`config.mk`:
```
export PLATFORM = sky130hd
export DESIGN_NAME = alu_issue_ctrl
export DESIGN_NICKNAME = d
export VERILOG_FILES = /design/src/rtl/alu_pkg.sv /design/src/rtl/alu_regfile.sv /design/src/rtl/alu_issue_ctrl.sv
export SDC_FILE = /design/constraint.sdc
export NUM_CORES = 1
export LEC_CHECK = 0
export ABC_AREA = 1
export CAP_MARGIN = 20
export CORE_ASPECT_RATIO = 1.75
export CORE_MARGIN = 2
export CORE_UTILIZATION = 40
export DETAILED_ROUTE_END_ITERATION = 8
export PLACE_DENSITY = 0.62
export SLEW_MARGIN = 20
export SYNTH_ARGS = -nofsm -noshare
export SYNTH_HDL_FRONTEND = slang
export SYNTH_HIERARCHICAL = 1
export SYNTH_SLANG_ARGS = --single-unit
```
`constraint.sdc`:
```
create_clock -name clk -period 2.19 [get_ports clk]
set_input_delay 0.438 -clock clk [delete_from_list [all_inputs] [get_ports clk]]
set_output_delay 0.438 -clock clk [all_outputs]
set_load 0.005 [all_outputs]
```
`src/rtl/alu_pkg.sv`:
```
// Shared constants and state encoding for the ALU issue stage.
package alu_pkg;

  localparam int unsigned DW   = 5;              // data width of A, B, Alu, rf entries
  localparam int unsigned SW   = 4;              // ALU select width, opaque here
  localparam int unsigned NREG = 8;              // register-file entries
  localparam int unsigned AW   = $clog2(NREG);   // register address width
  localparam int unsigned CW   = 8;              // completed-op counter width

  typedef enum logic [1:0] {
    IDLE,
    EXEC,
    DONE
  } state_e;

endpackage

```
`src/rtl/alu_regfile.sv`:
```
// NREG x DW operand register file: two async read ports, one write port, async clear.
module alu_regfile
  import alu_pkg::*;
(
  input  logic          clk,
  input  logic          rst_n,
  input  logic          we,
  input  logic [AW-1:0] waddr,
  input  logic [DW-1:0] wdata,
  input  logic [AW-1:0] raddr_a,
  input  logic [AW-1:0] raddr_b,
  output logic [DW-1:0] rdata_a,
  output logic [DW-1:0] rdata_b
);

  logic [DW-1:0] rf_q [NREG];

  // Storage: cleared on reset, single write per edge.
  always_ff @(posedge clk or negedge rst_n) begin
    if (!rst_n) begin
      for (int i = 0; i < NREG; i++) begin
        rf_q[i] <= '0;
      end
    end else if (we) begin
      rf_q[waddr] <= wdata;
    end
  end

  assign rdata_a = rf_q[raddr_a];
  assign rdata_b = rf_q[raddr_b];

endmodule

```
`src/rtl/alu_issue_ctrl.sv`:
```
// Issue stage for an external combinational ALU: reads operands, drives S/A/B for one
// cycle, captures the result and hands it downstream over valid/ready.
module alu_issue_ctrl
  import alu_pkg::*;
(
  input  logic          clk,
  input  logic          rst_n,
  input  logic          wr_en,
  input  logic [AW-1:0] wr_addr,
  input  logic [DW-1:0] wr_data,
  input  logic          in_valid,
  output logic          in_ready,
  input  logic [SW-1:0] in_op,
  input  logic [AW-1:0] in_ra,
  input  logic [AW-1:0] in_rb,
  input  logic [AW-1:0] in_rd,
  input  logic          in_wb,
  output logic [SW-1:0] S,
  output logic [DW-1:0] A,
  output logic [DW-1:0] B,
  input  logic [DW-1:0] Alu,
  output logic          out_valid,
  input  logic          out_ready,
  output logic [DW-1:0] out_data,
  output logic [AW-1:0] out_rd,
  output logic [CW-1:0] op_count
);

  state_e        state_q, state_d;
  logic          accept, handoff;
  logic [SW-1:0] s_q;
  logic [DW-1:0] a_q, b_q;
  logic [AW-1:0] rd_q;
  logic          wb_q;
  logic [DW-1:0] out_data_q;
  logic [AW-1:0] out_rd_q;
  logic          out_valid_q;
  logic [CW-1:0] op_count_q;

  logic          rf_we;
  logic [AW-1:0] rf_waddr;
  logic [DW-1:0] rf_wdata;
  logic [DW-1:0] rd_a, rd_b;
  logic [DW-1:0] a_fwd, b_fwd;

  alu_regfile u_regfile (
    .clk     (clk),
    .rst_n   (rst_n),
    .we      (rf_we),
    .waddr   (rf_waddr),
    .wdata   (rf_wdata),
    .raddr_a (in_ra),
    .raddr_b (in_rb),
    .rdata_a (rd_a),
    .rdata_b (rd_b)
  );

  // State register.
  always_ff @(posedge clk or negedge rst_n) begin
    if (!rst_n) begin
      state_q <= IDLE;
    end else begin
      state_q <= state_d;
    end
  end

  // Next state and handshake strobes.
  always_comb begin
    state_d  = state_q;
    in_ready = 1'b0;
    accept   = 1'b0;
    handoff  = 1'b0;
    unique case (state_q)
      IDLE: begin
        in_ready = 1'b1;
        if (in_valid) begin
          accept  = 1'b1;
          state_d = EXEC;
        end
      end
      EXEC: state_d = DONE;
      DONE: begin
        if (out_ready) begin
          handoff = 1'b1;
          state_d = IDLE;
        end
      end
      default: state_d = IDLE;
    endcase
  end

  // Write-port mux: host preload only in IDLE, write-back only in EXEC, so never both.
  always_comb begin
    rf_we    = 1'b0;
    rf_waddr = wr_addr;
    rf_wdata = wr_data;
    if (state_q == IDLE && wr_en) begin
      rf_we = 1'b1;
    end else if (state_q == EXEC && wb_q) begin
      rf_we    = 1'b1;
      rf_waddr = rd_q;
      rf_wdata = Alu;
    end
  end

  // A preload landing on the accept edge is forwarded into the operands.
  assign a_fwd = (state_q == IDLE && wr_en && wr_addr == in_ra) ? wr_data : rd_a;
  assign b_fwd = (state_q == IDLE && wr_en && wr_addr == in_rb) ? wr_data : rd_b;

  // Datapath: operand issue, result capture, handoff counting.
  always_ff @(posedge clk or negedge rst_n) begin
    if (!rst_n) begin
      s_q         <= '0;
      a_q         <= '0;
      b_q         <= '0;
      rd_q        <= '0;
      wb_q        <= 1'b0;
      out_data_q  <= '0;
      out_rd_q    <= '0;
      out_valid_q <= 1'b0;
      op_count_q  <= '0;
    end else begin
      if (accept) begin
        s_q  <= in_op;
        a_q  <= a_fwd;
        b_q  <= b_fwd;
        rd_q <= in_rd;
        wb_q <= in_wb;
      end
      if (state_q == EXEC) begin
        out_data_q  <= Alu;
        out_rd_q    <= rd_q;
        out_valid_q <= 1'b1;
      end
      if (handoff) begin
        out_valid_q <= 1'b0;
        op_count_q  <= op_count_q + CW'(1);
      end
    end
  end

  assign S         = s_q;
  assign A         = a_q;
  assign B         = b_q;
  assign out_valid = out_valid_q;
  assign out_data  = out_data_q;
  assign out_rd    = out_rd_q;
  assign op_count  = op_count_q;

endmodule

```
== After elaboration in Yosys (flattened, before gate mapping) ==
Cells that the tools add are included.

* Word-level logic and storage cells: 67
* Register bits after elaboration: 77

* Bitwise operators: 3
* Eq/ne operators: 6
* Mux-type cells: 27
* Reductions and logical operators: 8
* Magnitude comparators: 4
* Add/sub/neg operators: 1

{| class="wikitable"
|+ Operators by type and width
! operator !! count
|-
| $mux W5 || 9
|-
| $bwmux W40 || 1
|-
| $bmux W5 S3 || 2
|-
| $demux W5 S3 || 1
|-
| $ge A4 B4 Y1 const B || 3
|-
| $not A3 Y4 || 3
|-
| $mux W1 || 9
|-
| $add A8 B1 Y8 const B || 1
|-
| $eq A3 B3 Y1 || 2
|-
| $mux W3 || 2
|-
| $pmux W2 S3 || 1
|-
| $logic_and A1 B1 Y1 || 5
|-
| $lt A4 B1 Y1 const B || 1
|-
| $mux W2 || 2
|-
| $ne A2 B2 Y1 const B || 2
|-
| $eq A2 B1 Y1 const B || 1
|-
| $eq A2 B2 Y1 const B || 1
|-
| $logic_not A2 Y1 || 1
|-
| $reduce_and A2 Y1 || 1
|-
| $reduce_bool A2 Y1 || 1
|}

== Depth between registers and ports, before layout ==
Gate-level depths: netlist of run 1.

* Depth after elaboration: 10
* Mapped depth: 11
* Gate-level depth less buffers: 10

== By module ==
Netlist of run 1, hierarchy kept.

{| class="wikitable"
|+ By module, submodules not included
! module !! seq. area each (um^2) !! cells an instance !! area each (um^2) !! times used
|-
| alu_regfile || 1001.0 || 368 || 2381.0 || 1
|-
| alu_issue_ctrl || 925.9 || 249 || 1905.6 || 1
|}

== Least setup slack after synthesis of run 1 ==
Ideal clock, no wire load.

* Kind: register -> register
* Start: reg state_q[1]
* End: reg u_regfile/rf_q[20] (netlist name)
* Library setup time: 0.128 ns
* Path slack: 0.263 ns
* Cell stages (with the launch flop): 10
* Data arrival time: 1.799 ns
* Cell sequence: dfrtp_1 > nor2_2 > nand2_1 > buf_6 > o21ai_0 > inv_1 > nor2_1 > nand2_2 > nand2_1 > o21ai_0

* Word-level cells in the longest chain between the ends: 10
* Elaborated cells between the ends (all ways): 17
* Classes of those cells: 2 x order compare; 1 x eq/ne; 9 x mux; 1 x bitwise; 4 x reduce/logical

{| class="wikitable"
|+ RTL lines
! element !! line !! text
|-
| from (decl) || alu_issue_ctrl.sv:29 || <nowiki>state_e state_q, state_d;</nowiki>
|-
| from (signal assigned) || alu_issue_ctrl.sv:63 || <nowiki>state_q <= state_d;</nowiki>
|-
| $eq A2 B1 Y1 || alu_issue_ctrl.sv:99 || <nowiki>end else if (state_q == EXEC && wb_q) begin</nowiki>
|-
| $logic_and A1 B1 Y1 || alu_issue_ctrl.sv:99 ||
|-
| $mux W3 || alu_issue_ctrl.sv:99 ||
|-
| $mux W3 (*) || alu_issue_ctrl.sv:97 || <nowiki>if (state_q == IDLE && wr_en) begin</nowiki>
|-
| net rf_waddr[1] || alu_issue_ctrl.sv:41 || <nowiki>logic [AW-1:0] rf_waddr;</nowiki>
|-
| $not A3 Y4 (not written as such) (*) || alu_regfile.sv:25 || <nowiki>rf_q[waddr] <= wdata;</nowiki>
|-
| $ge A4 B4 Y1 (not written as such) or $lt A4 B1 Y1 (tied branches) || alu_regfile.sv:25 ||
|-
| $logic_and A1 B1 Y1 (not written as such) || alu_regfile.sv:25 ||
|-
| $mux W5 (not written as such) || alu_regfile.sv:25 ||
|-
| $demux W5 S3 (*) || alu_regfile.sv:25 ||
|-
| $bwmux W40 (*) || alu_regfile.sv:25 ||
|-
| to (signal, indexed assignment) || alu_regfile.sv:25 ||
|-
| to (decl) || alu_regfile.sv:16 || <nowiki>logic [DW-1:0] rf_q [NREG];</nowiki>
|}

The timed path passes the listed nets; every way through them passes the cells marked *.
A chain may end at the register's enable or synchronous reset.

== Worst setup path after layout of run 1 ==
* Start: reg state_q[0]
* End: reg u_regfile/rf_q[3] (netlist name)

The elaborated chain is that of the path after synthesis.

==> key figures, run 1 <==
Finish
  – N_diodes: 0
  – Area grow syn2layout: 26.9%
  – Most common cell after layout, fill and taps aside: nand2_1
  – Commonest cells after routing, fill and taps aside: nand2_1, inv_1, dfrtp_1, nand3_1, clkdlybuf4s50_1
  – Layout Cell Area excl Fill: 0.00544 sq mm
  – Fin nets: 722
  – Share of cells above drive strength 1: 0.0764
  – Fill count: 1071
  – Utilization of the core after routing: 0.515

Routing
  – Initial DRC Count: 195
  – Remaining DRCs: 0
  – Avg Vias per Cell: 4.96
  – Wirelength, routed: 12700 um
  – Post-route ant nets: 0
  – WL/cell: 15.4 um
  – Pre-antenna DRT Iters: 5
  – Via count: 4089

Logic synthesis
  – YS warnings: 6
  – Post-synth EDFFs: 0
  – Post-Syn Area: 0.00429 sq mm
  – Ys flop type: dfrtp_1
  – Simple logic cell fraction of the synthesized area: 0.360
  – Post-synthesis compound-gate area fraction: 0.0724
  – Distinct cells, synth: 26
  – Largest family of logic cells by synthesized area: simple AND/OR/NAND/NOR gates
  – Post-synth ARST share: 1.00
  – Syn nets: 650
  – Sequential area share after synthesis: 0.450
  – Xor/xnor share of the synthesized area: 0.00817
  – Mux cell area share after synthesis: 0.00263
  – Post-Synth Adder-Cell Area: 0.00292
  – Post-Syn Area per Cell: 6.95 sq um
  – Post-synthesis cell count: 617
  – Synth Register Bits: 77

Place
  – Port bufs: 63
  – Post-DP HPWL: 9980 um
  – Post-DP Area: 0.00514 sq mm
  – Global placement routability congestion: 0.857

Timing
  – Pins over their slew limit: 0
  – Final worst-path cycle share: 0.947
  – RSZ-0062 raised after global routing: no
  – Fin Hold WS: 22.8 ps
  – Tmin final: 2070 ps
  – Total negative setup slack: 0 ps
  – Slew HR: 0.715
  – Fmax: 482 MHz
  – Final-report hold violation count: 0
  – Clk_skew: 5.91 ps
  – Worst-margin pin slew: 427 ps
  – Setup violators final: 0

GRT
  – Wire length of the first global-routing pass: 20300 um
  – Total track usage: 0.234
  – Initial antenna violation count: 0
  – Most used routing layer: met2
  – Vias in the first global route: 4164
  – GR Layer Usage met3: 0.0378
  – Met2 Use GR: 0.417
  – Largest net degree at the start of global routing: 48
  – Grt ovf: 0
  – Met1 Usage GRT: 0.247

Clocking
  – Root Driver: clkbuf_16
  – Clk buf depth: 2
  – Clk_lat worst skew: 340 ps
  – Post-CTS Setup Inserts: 0
  – CTS tree: built
  – CTS Buf Count: 9
  – Cts hold-fix bufs: 0
  – Clock sink total: 77
  – Htree depth: 3
  – Clk pin slew, worst setup/hold paths: 60 ps

Pwr
  – Pleak: 2.91 nW
  – Cell area power density: 1180 mW/mm^2
  – Worst vdd ir: 0.000547 V
  – Total Power: 6.43 mW

Floorplan
  – IO Count: 64
  – Die Footprint: 0.0116 sq mm
  – Initial Utilization: 0.405
  – Core area: 0.0106 sq mm
  – FP Rows: 50
  – Die width: 82.3 um
  – Chip height: 141 um

Critical path
  – Critical Path Fanout Max: 10
  – Critical path launch point type: register
  – Req. time, crit path: 2440 ps
  – Worst EP arrival: 2330 ps
  – CP Capture Type: register
  – Buf+Inv Stages, Crit Path: 2
  – CP top delay family: simple AND/OR/NAND/NOR gates
  – Crit-path cells: inv_1 > nor2_2 > nand2_1 > o21ai_0 > inv_1 > nor3_4 > nand2_1 > o21ai_0
  – Critical path's largest stage delay: 420 ps
  – Crit Path Class: register to register
  – Max stage delay cell, worst path: nor3_4

Worst hold path
  – Min-delay worst type: primary input to async pin

Flow run
  – Max_cap viols: 0

Run status
  – Outcome: complete, no violations
[power by group]
group / switching, mW / internal (mW) / total, mW
registers: 0.377 / 2.05 / 2.43
logic: 1.44 / 1.10 / 2.54
clock network: 0.579 / 0.880 / 1.46
total: 2.40 / 4.03 / 6.43
[repair_timing]
item	in CTS	in global routing
setup endpoints to repair	0	28
resized for setup	0	3
hold endpoints to repair	0	0
[flip-flops by register name (all words and copies together) (netlist names)]
name,flops
S,4
wb_q,1
B,5
A,5
out_rd,3
rd_q,3
out_valid,1
u_regfile/rf_q,40
out_data,5
op_count,8
state_q,2
[metal layers]
| metal | wire (um) | up-vias | part of all wire |
|---|---|---|---|
| li1 | - | 2032 | - |
| met1 | 4780 | 1894 | 0.38 |
| met2 | 6750 | 124 | 0.53 |
| met3 | 536 | 39 | 0.042 |
| met4 | 657 | 0 | 0.052 |
| met5 | 0 | - | 0 |
[cells by family after synthesis]
kind of cell | Yosys count
and+or+nand+nor | 359
buffers and inverters | 113
DFF | 77
AOI/OAI and AO/OA | 62
xor gates and xnor gates | 4
muxes | 1
adders and majority gates | 1
[Yosys cell counts (2+ instances only)]
library cell | n | share of area
buf_2 | 9 | 0.011
clkbuf_1 | 3 | 0.0026
clkinv_1 | 3 | 0.0026
dfrtp_1 | 77 | 0.45
inv_1 | 94 | 0.082
nand2_1 | 266 | 0.23
nand2_2 | 7 | 0.010
nand2_4 | 2 | 0.0053
nand3_1 | 63 | 0.074
nand3_2 | 2 | 0.0047
nor2_1 | 7 | 0.0061
nor2_2 | 3 | 0.0044
nor2_4 | 6 | 0.016
o21ai_0 | 61 | 0.071
xor2_1 | 3 | 0.0061
[stage by stage]
stage                     std cells  worst slack, ps
after floorplan                 617              263
after global placement          808              100
after detailed placement        808             72.6
after CTS                       824             57.8
after global routing            824            0.725
final                           824              116
[cell type report]
class,instances,area (sq um),area share
clock buffers,10,229,0.0421
clock inverters,6,63.8,0.0117
inverters,98,368,0.0676
multi-input cells,427,1910,0.352
flip-flops and latches,77,1930,0.354
well taps,130,163,0.0299
repair buffers,76,776,0.143
[worst paths after layout]
kind | startpoint | end | slack [ps] | cells past startpoint
setup / recovery | state_q[0] | u_regfile/rf_q[3] | 120 | 8
hold / removal | rst_n | op_count[5] | 20 | 1
setup reg to reg | state_q[0] | u_regfile/rf_q[3] | 120 | 8
hold reg to reg | S[3] | S[3] | 480 | 2
max in group asynchronous | rst_n | u_regfile/rf_q[32] | 1570 | 2
min in group clk | S[3] | S[3] | 480 | 2
Note: power is estimated with default switching activity, not from simulation.
==> run 2, diff against run 1 <==
--- a/config.mk
+++ b/config.mk
@@ -11,7 +11,7 @@
 export CORE_MARGIN = 2
 export CORE_UTILIZATION = 40
 export DETAILED_ROUTE_END_ITERATION = 8
-export PLACE_DENSITY = 0.62
+export PLACE_DENSITY = 0.64
 export SLEW_MARGIN = 20
 export SYNTH_ARGS = -nofsm -noshare
 export SYNTH_HDL_FRONTEND = slang
==> constraint.sdc (replaced) <==
create_clock -name clk -period 1.75 [get_ports clk]
set_input_delay 0.35 -clock clk [delete_from_list [all_inputs] [get_ports clk]]
set_output_delay 0.35 -clock clk [all_outputs]
set_load 0.005 [all_outputs]
==> key figures, run 2 (synthesis gave the netlist of run 1 again) <==
Pwr
  – Comb power frac: 0.421 (+0.026)
  – Sw Ratio: 0.373 (about the same)
  – Internal: 5.23 mW (+30%)
  – Cell area power density: 1450 mW/mm^2 (+23%)
  – Clock share of power: 0.220 (-0.007)
  – Sequential share of power: 0.360 (-0.018)
  – Worst vdd ir: 0.000664 V (+21%)
  – Psw: 3.11 mW (+30%)
  – Pleak: 3.10 nW (+6.5%)

Clocking
  – Root Driver: clkbuf_16
  – Clock sink total: 77 (unchanged)
  – Clk_lat worst skew: 340 ps (about the same)
  – CTS tree: built
  – Htree depth: 3 (unchanged)
  – Clk pin slew, worst setup/hold paths: 60 ps (about the same)
  – Clk buf depth: 2 (unchanged)
  – CTS Buf Count: 9 (unchanged)

Floorplan
  – Core area: 0.0106 sq mm (unchanged)
  – Chip height: 141 um (unchanged)
  – FP Rows: 50 (unchanged)
  – IO Count: 64 (unchanged)
  – Die Footprint: 0.0116 sq mm (unchanged)
  – Die width: 82.3 um (unchanged)
  – Initial Utilization: 0.405 (unchanged)

GRT
  – Initial antenna violation count: 0 (unchanged)
  – Grt ovf: 0 (unchanged)
  – Vias in the first global route: 4131 (-0.79%)
  – Largest net degree at the start of global routing: 45 (-6.3%)
  – Total track usage: 0.235 (+0.000858)
  – Wire length of the first global-routing pass: 20300 um (+0.34%)

Timing
  – Final worst-path cycle share: 0.943
  – Worst-margin pin slew: 434 ps (+6.80 ps)
  – Fmax: 606 MHz
  – Final-report hold violation count: 0 (unchanged)
  – Clk_skew: 9.10 ps (+3.20 ps)
  – Slew HR: 0.710 (-0.00453)
  – Setup violators final: 0 (unchanged)
  – Fin Hold WS: 408 ps (+385 ps)
  – RSZ-0062 raised after global routing: yes
  – Pins over their slew limit: 0 (unchanged)
  – Tmin final: 1650 ps

Routing
  – Remaining DRCs: 0 (unchanged)
  – Pre-antenna DRT Iters: 4 (-1)
  – Wirelength, routed: 13000 um (+1.9%)
  – Avg Vias per Cell: 4.97 (+0.12%)
  – Via count: 4233 (+3.5%)
  – Initial DRC Count: 238 (+22%)
  – Post-route ant nets: 0 (unchanged)
  – WL/cell: 15.2 um (-1.5%)

Critical path
  – Worst R2R Setup Slack: 100 ps (-20 ps)
  – Critical Path Fanout Max: 5 (-5)
  – Req. time, crit path: 1400 ps (-1040 ps)
  – Critical path's largest stage delay: 530 ps (+110 ps)
  – CP top delay family: buffers and inverters
  – Crit-path cells: clkdlybuf4s50_1
  – Max stage delay cell, worst path: clkdlybuf4s50_1
  – Buf+Inv Stages, Crit Path: 1 (-1)
  – Crit Path Class: register to output port
  – Critical path launch point type: register
  – CP Capture Type: output port
  – Worst EP arrival: 1300 ps (-1030 ps)

Finish
  – Share of cells above drive strength 1: 0.134 (+0.0580)
  – Fill count: 1035 (-3.4%)
  – Fin nets: 750 (+3.9%)
  – Commonest cells after routing, fill and taps aside: nand2_1, inv_1, dfrtp_1, nand3_1, clkdlybuf4s50_1
  – Area grow syn2layout: 34.1%
  – Post-Layout Cell Count: 852 (+3.4%)
  – Largest reg by FF count: u_regfile/rf_q
  – Max FFs per register: 40 (unchanged)
  – Layout Cell Area excl Fill: 0.00575 sq mm (+5.6%)
  – Most common cell after layout, fill and taps aside: nand2_1
  – N_diodes: 0 (unchanged)

Place
  – Post-DP HPWL: 9860 um (-1.2%)
  – Post-DP Area: 0.00534 sq mm (+3.8%)
  – Dpl cells: 833 (+3.1%)
  – Port bufs: 63 (unchanged)
  – Global placement routability congestion: 0.918 (+7.1%)

Flow run
  – Max_cap viols: 0 (unchanged)

Worst hold path
  – Min-delay worst type: primary input to async pin

Run status
  – Outcome: complete, no violations
## run 2: cell types whose count changed in the layout (fill, tap and decap cells not counted), moves of 2 or more
| cell | previous run | this run |
|---|---|---|
| nor2_1 | 7 | 4 |
| o21ai_1 | 3 | 8 |
| nor2_4 | 6 | 8 |
| inv_2 | 1 | 8 |
| nand2_2 | 8 | 6 |
| nand2_4 | 2 | 7 |
| buf_4 | 10 | 35 |
| o21ai_0 | 59 | 51 |
| buf_6 | 0 | 2 |
| o21ai_4 | 0 | 2 |
| nand2_1 | 265 | 262 |
| inv_1 | 94 | 87 |
## run 2: worst paths after layout
path | start | end | cells after the start
max in group asynchronous | rst_n | A[1] | 3
min in group clk | S[2] | S[2] | 2
max reg2reg | state_q[1] | u_regfile/rf_q[1] | 9
max | op_count[2] | op_count[2] | 1
min reg2reg | S[2] | S[2] | 2
min | rst_n | op_count[4] | 2
## run 2: routing by layer
| metal | global-route usage | wire length (um) | vias to the layer above |
|---|---|---|---|
| met5 | 0 | 0 | - |
| met4 | 0.136 | 603 | 0 |
| met3 | 0.0346 | 633 | 31 |
| met2 | 0.408 | 6800 | 128 |
| met1 | 0.264 | 4910 | 1986 |
| li1 | - | - | 2088 |
## run 2: repair_timing
| item | in CTS | in global routing |
|---|---|---|
| hold endpoints to repair | 13 | 0 |
| buffers inserted | 1 | 2 |
| endpoints found under the setup margin | 13 | 40 |
| hold buffers | 1 | 0 |
| pin swaps | 1 | 3 |
| resized for setup | 5 | 31 |
## run 2: cell type report
cell class                 count  area (sq um)  area share
multi-input combinational    427          2000       0.348
sequential                    77          1930       0.335
timing repair buffer         104           995       0.173
inverter                      98           372      0.0647
clock buffer                  10           229      0.0398
tap                          130           163      0.0283
clock inverter                 6          63.8      0.0111
## run 2: power by group through the flow
stage	Combinational, mW	Sequential [mW]	Clock, mW
finish	3.51	3.00	1.83
global route	3.97	3.08	1.96
CTS	3.41	3.00	1.86
detailed placement	3.36	3.02	0
global placement	3.31	3.00	0
floorplan	1.84	2.97	0
## run 2: stage by stage
step / power [mW] / utilization / setup slack, ps / TNS, ps
final: 8.34 / 0.544 / 99.4 / 0
after detailed placement: 6.38 / 0.505 / -97.4 / -2360
after global placement: 6.32 / 0.505 / -107 / -2190
after floorplan: 4.81 / - / 16.3 / 0
after global routing: 9.01 / 0.544 / -33.8 / -279
after CTS: 8.27 / 0.535 / 7.90 / 0
